File: config.mk
export PLATFORM = sky130hd
export DESIGN_NAME = led_cmd_arbiter
export DESIGN_NICKNAME = d
export VERILOG_FILES = /design/src/rtl/led_cmd_arbiter.sv
export SDC_FILE = /design/constraint.sdc
export NUM_CORES = 1
export LEC_CHECK = 0
export BUFFER_PORTS_ARGS = -buffer_cell sky130_fd_sc_hd__buf_2
export CAP_MARGIN = 20
export CORE_ASPECT_RATIO = 1.75
export CORE_MARGIN = 8
export CORE_UTILIZATION = 25
export DETAILED_ROUTE_END_ITERATION = 12
export PLACE_DENSITY = 0.52
export SYNTH_ARGS = -nofsm -noshare
export SYNTH_HDL_FRONTEND = slang
export SYNTH_SLANG_ARGS = --single-unit
File: constraint.sdc
create_clock -name clk -period 10.6 [get_ports clk]
set_input_delay 0 -clock clk [delete_from_list [all_inputs] [get_ports clk]]
set_output_delay 0 -clock clk [all_outputs]
set_load 0.02 [all_outputs]
File: src/rtl/led_cmd_arbiter.sv
`default_nettype none
// ============================================================================
// Module   : led_cmd_arbiter
// Brief    : Six-source LED command arbiter (clear priority, round-robin,
//            enforced idle gap after every applied command).
// Revision : 1.0 - initial release
// ============================================================================
module led_cmd_arbiter #(
    parameter int unsigned GAP      = 4,
    parameter int unsigned TICK_DIV = 50_000_000
) (
    input  logic       clk,
    input  logic       rst,
    input  logic [4:0] cmd_pulse,
    input  logic       auto_en,
    input  logic [7:0] sw,
    output logic [7:0] led,
    output logic [5:0] grant,
    output logic       busy,
    output logic       dropped
);

    localparam int unsigned      c_TICK_W    = $clog2(TICK_DIV);
    localparam logic [c_TICK_W-1:0] c_TICK_LAST = c_TICK_W'(TICK_DIV - 1);
    localparam logic             c_HAS_GAP   = (GAP != 0);
    localparam logic [7:0]       c_GAP_LAST  = c_HAS_GAP ? 8'(GAP - 1) : 8'd0;

    localparam logic [1:0] c_ST_IDLE  = 2'd0;
    localparam logic [1:0] c_ST_APPLY = 2'd1;
    localparam logic [1:0] c_ST_HOLD  = 2'd2;

    localparam logic [2:0] c_SRC_INV  = 3'd0;
    localparam logic [2:0] c_SRC_LOAD = 3'd1;
    localparam logic [2:0] c_SRC_CLR  = 3'd2;
    localparam logic [2:0] c_SRC_SHL  = 3'd3;
    localparam logic [2:0] c_SRC_SHR  = 3'd4;
    localparam logic [2:0] c_SRC_AUTO = 3'd5;

    logic [1:0]          r_state;
    logic [1:0]          w_state_nxt;
    logic [5:0]          r_pending;
    logic [5:0]          w_pending_nxt;
    logic [5:0]          w_req;
    logic [2:0]          r_winner;
    logic [2:0]          w_winner;
    logic [2:0]          r_rr;
    logic [7:0]          r_hold;
    logic [c_TICK_W-1:0] r_tick;
    logic                w_tick_wrap;
    logic [7:0]          r_led;
    logic [7:0]          w_led_nxt;
    logic                r_dropped;

    // Round-robin search starting one past the last granted source.
    function automatic logic [2:0] rr_pick(input logic [5:0] pend, input logic [2:0] ptr);
        logic [2:0] pick;
        logic       found;
        int         s;
        pick  = ptr;
        found = 1'b0;
        for (int k = 1; k <= 6; k++) begin
            s = int'(ptr) + k;
            if (s >= 6) s = s - 6;
            if (!found && pend[s]) begin
                pick  = s[2:0];
                found = 1'b1;
            end
        end
        return pick;
    endfunction

    assign w_tick_wrap = auto_en && (r_tick == c_TICK_LAST);
    assign w_req       = {w_tick_wrap, cmd_pulse};
    assign grant       = (r_state == c_ST_APPLY) ? (6'b000001 << r_winner) : 6'b000000;
    assign w_winner    = r_pending[c_SRC_CLR] ? c_SRC_CLR : rr_pick(r_pending, r_rr);

    // New requests are OR-ed in after the grant clear so a same-cycle set survives.
    always_comb begin
        w_pending_nxt = (r_pending & ~grant) | w_req;
        if (!auto_en) w_pending_nxt[c_SRC_AUTO] = 1'b0;
    end

    always_comb begin
        w_state_nxt = r_state;
        case (r_state)
            c_ST_IDLE:  if (|r_pending) w_state_nxt = c_ST_APPLY;
            c_ST_APPLY: w_state_nxt = c_HAS_GAP ? c_ST_HOLD : c_ST_IDLE;
            c_ST_HOLD:  if (r_hold == c_GAP_LAST) w_state_nxt = c_ST_IDLE;
            default:    w_state_nxt = c_ST_IDLE;
        endcase
    end

    always_comb begin
        w_led_nxt = r_led;
        case (r_winner)
            c_SRC_INV:  w_led_nxt = ~r_led;
            c_SRC_LOAD: w_led_nxt = sw;
            c_SRC_CLR:  w_led_nxt = 8'h00;
            c_SRC_SHL:  w_led_nxt = {r_led[6:0], 1'b0};
            c_SRC_SHR:  w_led_nxt = {1'b0, r_led[7:1]};
            c_SRC_AUTO: w_led_nxt = {r_led[6:0], r_led[7]};
            default:    w_led_nxt = r_led;
        endcase
    end

    always_ff @(posedge clk) begin
        if (rst) begin
            r_state <= c_ST_IDLE;
        end else begin
            r_state <= w_state_nxt;
        end
    end

    always_ff @(posedge clk) begin
        if (rst) begin
            r_pending <= 6'b0;
            r_winner  <= 3'd0;
            r_rr      <= 3'd5;
            r_hold    <= 8'd0;
            r_tick    <= '0;
            r_led     <= 8'h00;
            r_dropped <= 1'b0;
        end else begin
            r_pending <= w_pending_nxt;
            r_dropped <= |(w_req & r_pending & ~grant);

            if (!auto_en || w_tick_wrap) r_tick <= '0;
            else                         r_tick <= r_tick + c_TICK_W'(1);

            if (r_state == c_ST_IDLE && (|r_pending)) r_winner <= w_winner;

            if (r_state == c_ST_APPLY) begin
                r_led  <= w_led_nxt;
                r_rr   <= r_winner;
                r_hold <= 8'd0;
            end else if (r_state == c_ST_HOLD) begin
                r_hold <= r_hold + 8'd1;
            end
        end
    end

    assign led     = r_led;
    assign busy    = (r_state != c_ST_IDLE);
    assign dropped = r_dropped;

endmodule
`default_nettype wire

==> results.toml <==
[clock_network]
cts_tree = "done"
clkSlewWorstSetupHoldPaths_ns = 0.05
sinks_on_clock_net = 57
clock_path_buffers = 2
htreeDepth = 3
clk_latency_ns = 0.33
cts_root_buf = "clkbuf_16"
numCtsBuffers = 9
cts_repair_resize_count = 0

[worst_setup_path]
setup.worst_path.end_class = "flip-flop"
worst-path-max-fanout = 20
cp_common_cell = "ha_1"
path_delay_family = "compound AO/OA/AOI/OAI gates"
r2r_start = "r_rr[0]"
crit_path_cell_trace = "inv_1 > ha_1 > inv_2 > ha_1 > a2111o_1 > a32o_1 > o31a_1 > a2111oi_1 > nand3_1 > o41ai_2 > a31oi_1"
cp.required_ns = 10.80
critical-path-slowest-cell = "dfxtp_1"
cp-start-kind = "flip-flop"
worst-r2r-setup-slack_ns = 6.25
arrival_ns = 4.56
number_of_cells_on_the_worst_reg_to_reg_path = 11
timing.setup.critical_path_class = "reg2reg"
timing.rr.end = "r_winner[1]"
critPathBufInv = 2
timing.critical_path.slowest_cell_delay_ns = 0.85

[finish]
drive_above_1_share = 0.1218
net_total_in_the_final_layout = 525
post-route-util = 0.2994
layout.cells.most_common_list = "nor2_1, dfxtp_1, buf_2"
fillerInstances = 1618
area_delta_synth_final_pct = 18.24
insertedDiodeCount = 0
layout.cells.most_common = "nor2_1"
finish.cell_count_without_fillers = 684

[synthesis]
postSynthNetCount = 499
synthDistinctLibCells = 62
ys_dominant_reg_cell = "dfxtp_1"
ys_seq_elements = 57
postSynthCellCount = 470
syn_area_sq_mm = 0.003739
yosysSeqAreaShare = 0.3052
synth-edff-count = 0
synth.avg_cell_area_sq_um = 7.954
synthesis.yosys.warnings = 0
async_reset_ff_frac = 0

[routing]
num_vias = 3579
average_wire_per_standard_cell_um = 15.92
ant_nets = 0
remaining_drc_errors = 0
detail_route.vias_per_cell = 5.232
drt_iter0_drc = 116
detail_route.first_pass.iterations = 4
finalWirelength_mm = 10.89

[timing]
setup_tns_ns = 0
rsz0062_at_grt = "no"
max-slew-margin-rel = 0.3442
final.min_clock_period_ns = 4.353
min_period_over_period = 0.4107
tightest_slew_ns = 0.9807
worst_hold_slack_ns = 0.1171
clock_skew_ns = 0.005820
setup_viol = 0
maximum_clock_frequency_mhz = 229.7
timing_max_transition_violations_final = 0
hold_viol = 0

[die]
initial_utilization = 0.2532
placeableCoreArea_sq_mm = 0.01476
std_cell_rows = 59
die-area_sq_mm = 0.01928
dieHeight_um = 177.8
io_pins = 32
die_w_um = 108.4

[place]
place.gp.congestion = 0.9095
place_inst = 662
portBuffers = 31
dp_hpwl_mm = 8.302

[power]
power_density_mw_per_mm2 = 201.5
leakage_nw = 1.745
vdd.ir_drop.worst_mv = 0.1017

[grt]
globalRouteOverflowTotal = 0
global_route.peak_usage_layer = "met2"
gr_layer_usage_met1 = 0.1157
overall_global_routing_usage = 0.1174
grt_start_max_net_pins = 36
grt.met3_usage = 0.02509
antenna_violations_before_repair = 0
first_pass_grt_wire_length_mm = 17.80
met2_routing_resource_usage_after_global_routing = 0.2092
first_global_vias = 3621

[min_path]
timing.hold.worst.class = "in2reg"
hold-path-cell-count = 4
hold_path_startpoint = "sw[4]"
holdPathEnd = "led[4]"

[run_status]
outcome = "completed"

[run]
drv.max_cap_violation_count = 0
==> power breakdown <==
group          internal, mW  total [mW]  leakage, nW  switching [mW]
Sequential            0.230       0.264        0.464          0.0334
Combinational         0.121       0.311         1.12           0.191
Clock                 0.217       0.316        0.162          0.0985
==> sequential cells by signal, summed over array words and instances, names as in the netlist <==
| register | flops |
|---|---|
| r_state | 2 |
| dropped | 1 |
| r_hold | 8 |
| led | 8 |
| r_tick | 26 |
| r_pending | 6 |
| r_rr | 3 |
| r_winner | 3 |
==> cells in the mapped netlist, drive strengths merged, types with 5 or more instances <==
| cell | count | share of area |
|---|---|---|
| a211oi | 13 | 0.026 |
| a21oi | 15 | 0.020 |
| a221o | 6 | 0.016 |
| a31oi | 5 | 0.0084 |
| and2 | 6 | 0.010 |
| and3 | 8 | 0.013 |
| buf | 7 | 0.011 |
| clkbuf | 16 | 0.016 |
| dfxtp | 57 | 0.31 |
| ha | 13 | 0.044 |
| inv | 24 | 0.024 |
| mux2 | 6 | 0.018 |
| mux2i | 16 | 0.043 |
| nand2 | 27 | 0.027 |
| nand3 | 22 | 0.029 |
| nand4 | 6 | 0.010 |
| nor2 | 71 | 0.071 |
| nor3 | 28 | 0.037 |
| nor4 | 7 | 0.016 |
| o21ai | 17 | 0.023 |
| or4 | 6 | 0.012 |
| xnor2 | 14 | 0.033 |
| xor2 | 20 | 0.047 |
==> metal layers <==
layer  vias to the layer above  share of wire
met1                      1699           0.39
met3                        33          0.029
met2                        91           0.52
met4                         0          0.056
li1                       1756              -
met5                         -              0
==> cell families after synthesis <==
| logic type | synth area share |
|---|---|
| muxes | 0.07396 |
| DFF | 0.3052 |
| adders and majority gates | 0.04351 |
| AOI/OAI and AO/OA | 0.1744 |
| buffers and inverters | 0.05087 |
| and+or+nand+nor | 0.2724 |
| xor gates and xnor gates | 0.07965 |
==> timing repair <==
item,CTS,global route
hold endpoints to repair,7,0
buffers inserted,0,0
hold buffers,6,0
==> worst reg2reg max path, cell delays in order (launching register included) <==
cell	delay, ns
dfxtp_1	0.85
inv_1	0.22
ha_1	0.71
inv_2	0.15
ha_1	0.28
a2111o_1	0.44
a32o_1	0.29
o31a_1	0.39
a2111oi_1	0.29
nand3_1	0.19
o41ai_2	0.36
a31oi_1	0.07
==> layout make-up <==
| class | count | area [sq um] | area share |
|---|---|---|---|
| well taps | 183 | 229.0 | 0.05180 |
| clock buffers | 11 | 252.7 | 0.05718 |
| clock inverters | 5 | 77.57 | 0.01755 |
| multi-input cells | 366 | 2407 | 0.5446 |
| flip-flops and latches | 57 | 1141 | 0.2581 |
| repair buffers | 38 | 222.7 | 0.05038 |
| inverters | 24 | 90.09 | 0.02038 |
==> through the flow <==
step / total power [mW] / setup slack [ns] / cell area (sq um)
6_report: 0.8906 / 6.247 / 4420
5_1_grt: 0.9432 / 5.843 / 4420
4_1_cts: 0.8977 / 6.273 / 4420
3_5_place_dp: 0.5757 / 6.309 / 4030
3_3_place_gp: 0.5693 / 6.487 / 4030
2_1_floorplan: 0.4945 / 7.012 / 3739
==> how the worst max path moves through the flow <==
stage / start / endpoint / slack (ns) / cells after the start
3_3_place_gp: r_rr[0] / r_winner[1] / 6.49 / 11
3_5_place_dp: r_rr[0] / r_winner[1] / 6.31 / 11
2_1_floorplan: r_rr[0] / r_winner[1] / 7.01 / 14
5_1_grt: r_rr[0] / r_winner[1] / 5.84 / 11
4_1_cts: r_rr[0] / r_winner[1] / 6.27 / 11
6_report: r_rr[0] / r_winner[1] / 6.25 / 11
No activity file was read; power rests on OpenSTA's default activity.
